===== config.mk =====
export PLATFORM = sky130hd
export DESIGN_NAME = rx_frame_parser
export DESIGN_NICKNAME = d
export VERILOG_FILES = /design/src/rtl/rx_frame_parser_pkg.sv /design/src/rtl/rx_frame_parser_crc8.sv /design/src/rtl/rx_frame_parser.sv
export SDC_FILE = /design/constraint.sdc
export NUM_CORES = 1
export LEC_CHECK = 0
export CELL_PAD_IN_SITES_DETAIL_PLACEMENT = 0
export CELL_PAD_IN_SITES_GLOBAL_PLACEMENT = 1
export CORE_ASPECT_RATIO = 1.25
export CORE_MARGIN = 2
export CORE_UTILIZATION = 40
export DETAILED_ROUTE_END_ITERATION = 16
export GPL_TIMING_DRIVEN = 1
export PLACE_DENSITY_LB_ADDON = 0.1
export SETUP_SLACK_MARGIN = 0.15
export SKIP_LAST_GASP = 1
export SYNTH_ARGS = -nofsm -noshare
export SYNTH_HDL_FRONTEND = slang
export SYNTH_SLANG_ARGS = --single-unit

===== constraint.sdc =====
create_clock -name clk -period 2 [get_ports clk]
set_input_delay 0.2 -clock clk [delete_from_list [all_inputs] [get_ports clk]]
set_output_delay 0.2 -clock clk [all_outputs]
set_load 0.05 [all_outputs]

===== src/rtl/rx_frame_parser_pkg.sv =====
// Shared definitions for the serial frame parser: FSM encoding, framing constants and
// parameter defaults.
package rx_frame_parser_pkg;

    typedef enum logic [2:0] {
        StHunt    = 3'd0,
        StLen     = 3'd1,
        StPayload = 3'd2,
        StCrc     = 3'd3,
        StCheck   = 3'd4
    } state_e;

    localparam logic [7:0]  SYNC_BYTE            = 8'h7E;
    localparam logic [7:0]  CRC_POLY             = 8'h07;
    localparam int unsigned MAX_LEN_DEFAULT      = 16;
    localparam int unsigned IDLE_TIMEOUT_DEFAULT = 64;

endpackage


===== src/rtl/rx_frame_parser_crc8.sv =====
// Bit-serial CRC-8, MSB-first, zero init, no final XOR. Clear has priority over enable.
module crc8_serial
    import rx_frame_parser_pkg::*;
(
    input  logic       clk,
    input  logic       rst_n,
    input  logic       clear,
    input  logic       data_in,
    input  logic       enable,
    output logic [7:0] crc_out
);

    logic [7:0] crc_q, crc_d;
    logic       feedback;

    always_comb begin
        feedback = crc_q[7] ^ data_in;
        crc_d    = crc_q;
        if (clear) begin
            crc_d = 8'h00;
        end else if (enable) begin
            crc_d = {crc_q[6:0], 1'b0} ^ (feedback ? CRC_POLY : 8'h00);
        end
    end

    always_ff @(posedge clk or negedge rst_n) begin
        if (!rst_n) begin
            crc_q <= 8'h00;
        end else begin
            crc_q <= crc_d;
        end
    end

    assign crc_out = crc_q;

endmodule


===== src/rtl/rx_frame_parser.sv =====
// Serial frame receiver: hunts for 0x7E, then parses LEN, payload and CRC-8 bit by bit,
// emitting payload bytes and a per-frame pass/fail verdict.
module rx_frame_parser
    import rx_frame_parser_pkg::*;
#(
    parameter int unsigned MAX_LEN      = MAX_LEN_DEFAULT,
    parameter int unsigned IDLE_TIMEOUT = IDLE_TIMEOUT_DEFAULT
) (
    input  logic       clk,
    input  logic       rst,
    input  logic       rx_bit,
    input  logic       rx_valid,
    output logic [7:0] byte_out,
    output logic       byte_valid,
    output logic       frame_done,
    output logic       frame_ok,
    output logic       frame_err
);

    localparam int unsigned LenW  = $clog2(MAX_LEN + 1);
    localparam int unsigned IdleW = $clog2(IDLE_TIMEOUT + 1);

    state_e            state_q, state_d;
    logic [7:0]        hunt_q, hunt_d;
    logic [7:0]        data_q, data_d;
    logic [2:0]        bit_cnt_q, bit_cnt_d;
    logic [LenW-1:0]   byte_cnt_q, byte_cnt_d;
    logic [LenW-1:0]   len_q, len_d;
    logic [IdleW-1:0]  idle_q, idle_d;
    logic [7:0]        byte_out_q, byte_out_d;
    logic              byte_valid_q, byte_valid_d;
    logic              frame_done_q, frame_done_d;
    logic              frame_ok_q, frame_ok_d;
    logic              frame_err_q, frame_err_d;

    logic              in_frame;
    logic              crc_clear;
    logic              crc_en;
    logic              byte_end;
    logic [7:0]        byte_val;
    logic [7:0]        hunt_next;
    logic [7:0]        crc_out;

    crc8_serial u_crc (
        .clk     (clk),
        .rst_n   (~rst),
        .clear   (crc_clear),
        .data_in (rx_bit),
        .enable  (crc_en),
        .crc_out (crc_out)
    );

    always_comb begin
        state_d      = state_q;
        hunt_d       = hunt_q;
        data_d       = data_q;
        bit_cnt_d    = bit_cnt_q;
        byte_cnt_d   = byte_cnt_q;
        len_d        = len_q;
        idle_d       = idle_q;
        byte_out_d   = byte_out_q;
        byte_valid_d = 1'b0;
        frame_done_d = 1'b0;
        frame_ok_d   = 1'b0;
        frame_err_d  = 1'b0;
        crc_clear    = 1'b0;

        in_frame  = (state_q == StLen) || (state_q == StPayload) || (state_q == StCrc);
        crc_en    = in_frame && rx_valid;
        byte_val  = {data_q[6:0], rx_bit};
        byte_end  = crc_en && (bit_cnt_q == 3'd7);
        hunt_next = {hunt_q[6:0], rx_bit};

        if (in_frame) begin
            if (rx_valid) begin
                data_d    = byte_val;
                bit_cnt_d = bit_cnt_q + 3'd1;
                idle_d    = '0;
            end else if (idle_q == IdleW'(IDLE_TIMEOUT - 1)) begin
                frame_err_d = 1'b1;
                idle_d      = '0;
                state_d     = StHunt;
            end else begin
                idle_d = idle_q + IdleW'(1);
            end
        end

        unique case (state_q)
            StHunt: begin
                if (rx_valid) begin
                    hunt_d = hunt_next;
                    if (hunt_next == SYNC_BYTE) begin
                        hunt_d     = 8'h00;
                        crc_clear  = 1'b1;
                        bit_cnt_d  = 3'd0;
                        data_d     = 8'h00;
                        byte_cnt_d = '0;
                        idle_d     = '0;
                        state_d    = StLen;
                    end
                end
            end
            StLen: begin
                if (byte_end) begin
                    if (byte_val == 8'h00 || 32'(byte_val) > MAX_LEN) begin
                        frame_err_d = 1'b1;
                        state_d     = StHunt;
                    end else begin
                        len_d      = LenW'(byte_val);
                        byte_cnt_d = '0;
                        state_d    = StPayload;
                    end
                end
            end
            StPayload: begin
                if (byte_end) begin
                    byte_out_d   = byte_val;
                    byte_valid_d = 1'b1;
                    byte_cnt_d   = byte_cnt_q + LenW'(1);
                    if (byte_cnt_d == len_q) begin
                        state_d = StCrc;
                    end
                end
            end
            StCrc: begin
                if (byte_end) begin
                    state_d = StCheck;
                end
            end
            StCheck: begin
                // The hunt register is already zero here, so a bit arriving now starts resync.
                if (rx_valid) begin
                    hunt_d = hunt_next;
                end
                frame_done_d = 1'b1;
                frame_ok_d   = (crc_out == 8'h00);
                frame_err_d  = (crc_out != 8'h00);
                state_d      = StHunt;
            end
            default: begin
                state_d = StHunt;
            end
        endcase
    end

    always_ff @(posedge clk or posedge rst) begin
        if (rst) begin
            state_q      <= StHunt;
            hunt_q       <= 8'h00;
            data_q       <= 8'h00;
            bit_cnt_q    <= 3'd0;
            byte_cnt_q   <= '0;
            len_q        <= '0;
            idle_q       <= '0;
            byte_out_q   <= 8'h00;
            byte_valid_q <= 1'b0;
            frame_done_q <= 1'b0;
            frame_ok_q   <= 1'b0;
            frame_err_q  <= 1'b0;
        end else begin
            state_q      <= state_d;
            hunt_q       <= hunt_d;
            data_q       <= data_d;
            bit_cnt_q    <= bit_cnt_d;
            byte_cnt_q   <= byte_cnt_d;
            len_q        <= len_d;
            idle_q       <= idle_d;
            byte_out_q   <= byte_out_d;
            byte_valid_q <= byte_valid_d;
            frame_done_q <= frame_done_d;
            frame_ok_q   <= frame_ok_d;
            frame_err_q  <= frame_err_d;
        end
    end

    assign byte_out   = byte_out_q;
    assign byte_valid = byte_valid_q;
    assign frame_done = frame_done_q;
    assign frame_ok   = frame_ok_q;
    assign frame_err  = frame_err_q;

endmodule


==> impl_metrics.env <==
export IMPL_drt_iter0_drc=60
export IMPL_clockBufferDepth=2
export IMPL_nNetsFinal=329
export IMPL_ys_seq_area_share_pct=52.1
export IMPL_gp_congestion=0.805
export IMPL_synthArstFlopShare_pct=100
export IMPL_met1_length_um=2980
export IMPL_worst_slack_ns=0.170
export IMPL_clk_pin_slew_ns=0.07
export IMPL_period_minus_slack_ns=1.83
export IMPL_routedWlPerCell_um=14.8
export IMPL_report_final_slew_viol_count=0
export IMPL_row_count=33
export IMPL_n_antenna_cell=0
export IMPL_place_area_um2=3130
export IMPL_dr_wl_met2_um=2860
export IMPL_synth_area_leaders="dfrtp_1 (52%), nand2_1 (9.9%), a21oi_1 (4.0%)"
export IMPL_drc_errors=0
export IMPL_synth_distinct_cells=50
export IMPL_finalClockSkew_ns=0.00936
export IMPL_hold_class="in2async"
export IMPL_clock_latency_ns=0.33
export IMPL_cts_root_buf="clkbuf_8"
export IMPL_synth_warnings=0
export IMPL_max_freq_ghz=0.546
export IMPL_cts_tree="done"
export IMPL_ioPinCount=16
export IMPL_rsz0062_at_grt="yes"
export IMPL_synth_enable_flop_cells=0
export IMPL_dieArea_um2=7530
export IMPL_cts_made_buffers=9
export IMPL_path_cells="ha_2 > ha_4 > nand2_4 > or4_4 > buf_6 > mux2_4"
export IMPL_cts_hold_buffers=0
export IMPL_synth_seq_cells=57
export IMPL_grt_pass1_vias=2112
export IMPL_worst_path_buf_inv=1
export IMPL_crit_family="simple AND/OR/NAND/NOR gates"
export IMPL_status="completed"
export IMPL_grt_max_degree=27
export IMPL_holdWs_ns=0.237
export IMPL_finish_utilization_pct=51.0
export IMPL_worst_pin_slew_ns=0.582
export IMPL_worstPathRequired_ns=2.21
export IMPL_postRouteAntennaNets=0
export IMPL_setup_viol=0
export IMPL_cp_max_fo=6
export IMPL_cp_arrival_ns=2.04
export IMPL_grtUsageTotal_pct=17.6
export IMPL_p_total_w=0.00429
export IMPL_synthesis_area_um2=2740
export IMPL_worst_path_stages=6
export IMPL_reg2reg_depth=6
export IMPL_htreeDepth=3
export IMPL_power_density_nw_per_um2=1270
export IMPL_cp_slowest_cell="or4_4"
export IMPL_grt_ovfl_total=0
export IMPL_clock_sinks=57
export IMPL_crit_path_end_kind="flip-flop"
export IMPL_final_cell_area_um2=3370
export IMPL_grt_pass1_wl_um=10300
export IMPL_areaGrowthSynthToFinish_pct=23.1
export IMPL_start_util_pct=41.5
export IMPL_synth_ff_type="dfrtp_1"
export IMPL_chipWidth_um=78.0
export IMPL_max_slew_margin_pct=61.1
export IMPL_synth_nets=290
export IMPL_routed_wl_um=6120
export IMPL_drtPass1Iterations=4
export IMPL_fillers=638
export IMPL_timing_final_crit_share_pct=91.5
export IMPL_placeableCoreArea_um2=6610
export IMPL_synth_top_cell_by_area="dfrtp_1"
export IMPL_hpwl_um=4250
export IMPL_pre_cts_slack_ns=-0.134
export IMPL_peakVddDrop_uv=573
export IMPL_synthesis_instances=282
export IMPL_critPathKind="reg2reg"
export IMPL_synth_avg_cell_area_um2=9.71
export IMPL_die_height_um=96.5
export IMPL_wl_met3_um=139
export IMPL_maxUsedRoutingLayer="met4"
export IMPL_antenna_found_initial=0
export IMPL_synth_top_cells_by_count="nand2_1 (72), dfrtp_1 (57), a21oi_1 (22)"
export IMPL_startpoint_type="flip-flop"
export IMPL_yosysMostFrequentCell="nand2_1"
export IMPL_io_buffers=15
export IMPL_vias=2140
export IMPL_leakage_nw=1.55
export IMPL_hold_viol_final=0
export IMPL_slowest_delay_ns=0.53
export IMPL_viasPerCell=5.18
export IMPL_maxCapViolations=0
export IMPL_drive_gt1_share_pct=19.0
export IMPL_synth_top_area_share_pct=52.1
[layout make-up]
type	instances	area [um^2]	area share [%]
Clock inverter	6	58.8	1.74
Timing Repair Buffer	40	354	10.5
Multi-Input combinational cell	210	1280	38.1
Inverter	3	11.3	0.334
Sequential cell	57	1430	42.3
Tap cell	87	109	3.23
Clock buffer	10	128	3.79
[state kept, by name, indices dropped and copies added (netlist names)]
| register | cells |
|---|---|
| bit_cnt_q | 3 |
| byte_cnt_q | 5 |
| byte_out | 8 |
| byte_valid | 1 |
| data_q | 7 |
| frame_done | 1 |
| frame_err | 1 |
| frame_ok | 1 |
| hunt_q | 7 |
| idle_q | 7 |
| len_q | 5 |
| state_q | 3 |
| u_crc.crc_out | 8 |
[per-layer routing]
metal,up-vias,track usage [%]
met3,11,2.79
met5,-,0
met1,1032,23.2
met4,0,7.75
met2,30,28.8
li1,1067,-
[metrics by stage]
step | TNS, ns | instances
after floorplan | 0 | 282
after global placement | -0.822 | 395
after detailed placement | -0.906 | 395
after CTS | 0 | 413
after global routing | 0 | 413
final | 0 | 413
[timing repair]
item | in CTS | in global routing
gates resized for setup | 6 | 3
pin swaps | 0 | 2
endpoints found under the setup margin | 7 | 9
endpoints found under the hold margin | 0 | 0
setup buffers | 2 | 0
[final timing paths]
kind	startpoint	endpoint	slack, ns
setup / recovery	bit_cnt_q[1]	len_q[0]	0.17
hold / removal	rst	byte_out[1]	0.24
setup reg to reg	bit_cnt_q[1]	len_q[0]	0.17
hold reg to reg	byte_out[7]	byte_out[7]	0.47
max in group asynchronous	rst	frame_ok	1.12
min in group clk	byte_out[7]	byte_out[7]	0.47
[cell families after synthesis]
family,count (synthesis),synth area share (%)
AO/OA/AOI/OAI,54,12.7
XOR/XNOR,10,3.47
adder cells (fa/ha/maj),4,1.83
buffers and inverters,15,2.56
flip-flops,57,52.1
multiplexers,6,3.15
AND/OR/NAND/NOR,136,24.2
[cell usage in the layout (no fill, tap or decap), types with 3 or more instances in the layout]
cell and instances:
nand3_1 9, dfrtp_1 57, nand4b_1 3, o21ai_0 5, xnor2_1 8, clkdlybuf4s50_1 15
a22o_1 6, mux2_4 5, nand2b_1 3, nand2_1 71, nand4_1 5, a31oi_1 3
a21oi_1 22, or3_1 3, inv_2 3, buf_4 23, and2_1 6, o211ai_1 5
nor2_1 10, clkbuf_8 9, nor4_1 4, and3_1 4, clkinv_2 4
[where the power goes]
group	switching [W]	internal [W]
Combinational	0.000839	0.000655
Sequential	0.000300	0.00148
Clock	0.000452	0.000569
Note: power is estimated with default switching activity, not from simulation.
